$ cat config.mk
export PLATFORM = sky130hd
export DESIGN_NAME = bit_serial_datapath
export DESIGN_NICKNAME = d
export VERILOG_FILES = /design/src/rtl/bit_serial_datapath.sv
export SDC_FILE = /design/constraint.sdc
export NUM_CORES = 1
export LEC_CHECK = 0
export BUFFER_PORTS_ARGS = -buffer_cell sky130_fd_sc_hd__buf_4
export CAP_MARGIN = 10
export CORE_MARGIN = 3
export CORE_UTILIZATION = 45
export DETAILED_ROUTE_END_ITERATION = 8
export PLACE_DENSITY_LB_ADDON = 0.25
export SYNTH_ARGS = -nofsm -noshare
export SYNTH_HDL_FRONTEND = slang
export SYNTH_SLANG_ARGS = --single-unit
$ cat constraint.sdc
create_clock -name clk -period 2.4 [get_ports clk]
set_input_delay 0.24 -clock clk [delete_from_list [all_inputs] [get_ports clk]]
set_output_delay 0.24 -clock clk [all_outputs]
set_load 0.005 [all_outputs]
$ cat src/rtl/bit_serial_datapath.sv
// Bit-serial datapath controlled by an external sequencer.
// Operands A and B shift out LSB-first through a 1-bit ALU that has a carry
// flop. Each ALU bit shifts into result register R. R copies into output
// register O, which can be read in parallel or shifted out serially.
//
// Ports:
//   clk, rst          clock, synchronous active-high reset
//   data_a_in/_b_in   parallel operands
//   sub               subtract mode: B bit inverted, carry seeded to 1
//   load_a/load_b     parallel operand load (load beats shift)
//   shift_a/shift_b   shift operands; shift_a also computes a bit into R
//   alu_op            00 ADD, 01 XOR, 10 AND, 11 OR
//   carry_en          carry flop feeds adder and updates when set
//   clr_counter       counter <= 0, carry <= sub (beats en_counter)
//   en_counter        bit counter increment, wraps at WIDTH-1
//   load_out          O <= R, carry_out <= carry (beats shift_out)
//   shift_out         O shifts right, zero fill
//   bit_done          combinational: last bit of the operation this cycle
//   serial_out        O[0]
//   result            O
//   carry_out         carry latched at load_out
module bit_serial_datapath #(
  parameter int unsigned WIDTH = 8,
  parameter int unsigned CNT_W = $clog2(WIDTH)
) (
  input  logic             clk,
  input  logic             rst,
  input  logic [WIDTH-1:0] data_a_in,
  input  logic [WIDTH-1:0] data_b_in,
  input  logic             sub,
  input  logic             load_a,
  input  logic             load_b,
  input  logic             shift_a,
  input  logic             shift_b,
  input  logic [1:0]       alu_op,
  input  logic             carry_en,
  input  logic             clr_counter,
  input  logic             en_counter,
  input  logic             load_out,
  input  logic             shift_out,
  output logic             bit_done,
  output logic             serial_out,
  output logic [WIDTH-1:0] result,
  output logic             carry_out
);

  localparam logic [CNT_W-1:0] CNT_LAST = CNT_W'(WIDTH - 1);

  logic [WIDTH-1:0] a_q, a_d, b_q, b_d, r_q, r_d, o_q, o_d;
  logic [CNT_W-1:0] cnt_q, cnt_d;
  logic             carry_q, carry_d, cout_q, cout_d;

  logic a0, b0, cin, alu_bit, alu_cout;

  // One-bit ALU. The carry-out is computed for every op but is stored only
  // for ADD.
  always_comb begin
    a0       = a_q[0];
    b0       = b_q[0] ^ sub;
    cin      = carry_q & carry_en;
    alu_cout = (a0 & b0) | (cin & (a0 ^ b0));
    unique case (alu_op)
      2'b00:   alu_bit = a0 ^ b0 ^ cin;
      2'b01:   alu_bit = a0 ^ b0;
      2'b10:   alu_bit = a0 & b0;
      default: alu_bit = a0 | b0;
    endcase
  end

  // Next-state logic for every register. Each strobe acts on its own
  // register; only the load/shift and clear/enable pairs have priorities.
  always_comb begin
    a_d     = a_q;
    b_d     = b_q;
    r_d     = r_q;
    o_d     = o_q;
    cnt_d   = cnt_q;
    carry_d = carry_q;
    cout_d  = cout_q;

    if (load_a) begin
      a_d = data_a_in;
    end else if (shift_a) begin
      a_d = {1'b0, a_q[WIDTH-1:1]};
      r_d = {alu_bit, r_q[WIDTH-1:1]};
      if (carry_en && alu_op == 2'b00) carry_d = alu_cout;
    end

    if (load_b)       b_d = data_b_in;
    else if (shift_b) b_d = {1'b0, b_q[WIDTH-1:1]};

    // Clearing the counter starts an operation. In subtract mode it also
    // seeds the carry with 1, which forms the two's-complement +1.
    if (clr_counter) begin
      cnt_d   = '0;
      carry_d = sub;
    end else if (en_counter) begin
      cnt_d = (cnt_q == CNT_LAST) ? '0 : cnt_q + CNT_W'(1);
    end

    if (load_out) begin
      o_d    = r_q;
      cout_d = carry_q;
    end else if (shift_out) begin
      o_d = {1'b0, o_q[WIDTH-1:1]};
    end
  end

  // State registers.
  always_ff @(posedge clk) begin
    if (rst) begin
      a_q     <= '0;
      b_q     <= '0;
      r_q     <= '0;
      o_q     <= '0;
      cnt_q   <= '0;
      carry_q <= 1'b0;
      cout_q  <= 1'b0;
    end else begin
      a_q     <= a_d;
      b_q     <= b_d;
      r_q     <= r_d;
      o_q     <= o_d;
      cnt_q   <= cnt_d;
      carry_q <= carry_d;
      cout_q  <= cout_d;
    end
  end

  assign bit_done   = en_counter && (cnt_q == CNT_LAST);
  assign serial_out = o_q[0];
  assign result     = o_q;
  assign carry_out  = cout_q;

endmodule
==> results.toml <==
[outcome]
status = "complete, no violations"

[logic_synthesis]
synth_largest_area_cell = "dfxtp_1"
syn_area_per_cell_sq_um = 9.93
synth_nets = 210
synth_warnings = 0
yosysTopAreaCellShare_pct = 42.6
synth_cell_types = 25
yosysSeqAreaShare_pct = 42.6
syn_area_sq_mm = 0.00174
synthCells = 175
synth_area_leaders = "dfxtp_1, mux2i_1, mux2_1, nor2_1, nand2_1"
synth_seq_cells = 37

[clock_tree]
holdBufCountCts = 0
htreeDepth = 2
numCtsBuffers = 5
clk_pin_slew_ns = 0.07
clk-insertion-delay-late_ns = 0.28
cts_resized = 0
clockBufferDepth = 2
clockRootBuffer = "clkbuf_8"
cts_tree = "done"
cts_sinks = 37
postCtsSetupBuffers = 0

[timing]
tightestPinTransition_ns = 0.579
slew_headroom_pct = 61.3
min_period_ns = 1.86
timing.final.ws_setup_ns = 0.535
fmax_ghz = 0.536
finalSetupTns_ns = 0
setup_viol = 0
drv_slew = 0
hold_violations = 0
fin_worst_skew_ns = 0.00710
finalCritPeriodShare_pct = 77.7
rsz0062_at_grt = "false"

[placement]
place_area_sq_mm = 0.00203
gp_congestion = 0.728
post-place-ws_ns = 0.496
portBuffers = 40
place_hpwl_mm = 2.46

[worst_setup_path]
critPathKind = "flop to flop"
max_stage_delay_ns = 0.47
cpLargestDelayFamily = "multiplexers"
endpoint_kind = "flop"
critPathMaxFanout = 2
path_cells = "xor2_1 -> inv_1 -> fa_1 -> mux4_2 -> a211oi_2"
slowest_stage = "mux4_2"
critical_path_buf_inv_count = 1
startpoint_type = "flop"
arrival_ns = 2.07
required_ns = 2.60

[global_routing]
grt_start_max_net_pins = 40
grt_pass1_vias = 1297
antenna_found_initial = 0
grt_overflow = 0
grt_use_total_pct = 15.6
grt_pass1_wl_mm = 5.34

[layout]
area.growth.synth_to_final_pct = 22.1
antenna_cells = 0
final_common_cell = "buf_4"
drive_above_1_share_pct = 23.8
final_cell_mix = "buf_4, dfxtp_1, nor2_1, mux2i_1, mux2_1"
final_area_sq_mm = 0.00212
fin_nets = 245

[floorplanning]
initial_utilization_pct = 49.4
fp.dieW_microns = 68.1
die-area_sq_mm = 0.00464
rows = 21
boundaryPins = 41
core_region_area_sq_mm = 0.00352
dieHeight_microns = 68.1

[run]
max-cap-violations = 0

[power]
powerDensity_mw_per_mm2 = 580
switching_share_pct = 23.2
peakVddDrop_mv = 0.379
p_int_mw = 0.944
p_comb_share_pct = 12.3
pwr-share-clk_pct = 35.0
finalPower_mw = 1.23
leakagePower_nw = 0.981
p_seq_share_pct = 52.7
switching_power_mw = 0.286

[routing]
drt_pass1_iterations = 4
drcViolationCount = 0
vias = 1296
drt_iter0_drc = 42
ant_nets = 0
wl_mm = 3.15
viasPerCell = 5.06
wire_per_inst_microns = 12.3

[worst_hold_path]
hp-class = "primary input to flop"
-- cell usage after synthesis --
cell	n
nor4b_2	1
fa_1	1
buf_1	1
clkbuf_1	2
and2_1	1
a21oi_1	11
mux4_2	1
a211oi_2	1
xor2_1	1
a2111oi_0	1
mux2_1	21
nor3_1	4
mux2i_1	24
buf_4	3
nand2b_1	1
and3b_1	1
nor3b_1	4
nor2b_1	1
dfxtp_1	37
buf_2	6
a311o_1	1
nand2_1	15
ha_1	4
nor2_1	26
inv_1	6
-- flip-flops by register name (all words and copies together) (netlist names) --
signal     cells
carry_out      1
carry_q        1
b_q            8
cnt_q          3
r_q            8
result         8
a_q            8
-- power groups by stage --
| stage | Clock, mW | Sequential, mW | Combinational [mW] |
|---|---|---|---|
| after detailed placement | 0 | 0.662 | 0.154 |
| final | 0.431 | 0.648 | 0.151 |
| after floorplan | 0 | 0.658 | 0.0994 |
| after CTS | 0.445 | 0.648 | 0.154 |
| after global placement | 0 | 0.660 | 0.145 |
| after global routing | 0.474 | 0.651 | 0.170 |
-- kinds of logic (layout without fill, tap and decap cells) --
kind of cell | count (synthesis) | count (layout) | share of synthesized area (%)
AO/OA/AOI/OAI | 14 | 14 | 4.97
XOR/XNOR | 1 | 1 | 0.504
adder cells (fa/ha/maj) | 5 | 5 | 4.03
buffers and inverters | 18 | 53 | 4.97
flip-flops | 37 | 37 | 42.6
multiplexers | 46 | 46 | 28.7
AND/OR/NAND/NOR | 54 | 54 | 14.2
-- final timing paths --
path / start / endpoint / slack, ns / cells past startpoint
worst min register to register: r_q[0]$_SDFFE_PP0P_ / r_q[0]$_SDFFE_PP0P_ / 0.47 / 2
worst max-delay path: b_q[0]$_SDFFE_PP0P_ / r_q[7]$_SDFFE_PP0P_ / 0.54 / 5
worst max register to register: b_q[0]$_SDFFE_PP0P_ / r_q[7]$_SDFFE_PP0P_ / 0.54 / 5
worst min-delay path: clr_counter / cnt_q[1]$_SDFFE_PP0P_ / 0.17 / 2
-- cell type report --
cell class	instances	area, sq um
Clock buffer	6	82.6
Clock inverter	1	7.51
Fill cell	315	1400
Inverter	6	22.5
Multi-Input combinational cell	120	911
Sequential cell	37	741
Tap cell	46	57.6
Timing Repair Buffer	40	300
-- per-layer routing --
layer  global-route usage, %  vias to the layer above  share of wire [%]
li1                        -                      662                  -
met1                    17.4                      598                 44
met2                    26.4                       29                 49
met3                    5.75                        7                5.1
met4                    6.70                        0                1.7
met5                       0                        -                  0
-- stage by stage --
step | cells | util, % | hold slack [ns]
floorplan | 175 | - | 0.319
global route | 256 | 60.3 | 0.170
CTS | 256 | 60.3 | 0.169
global placement | 249 | 57.7 | 0.449
finish | 256 | 60.3 | 0.175
detailed placement | 249 | 57.7 | 0.462
Power figures use the tool's default switching activity.
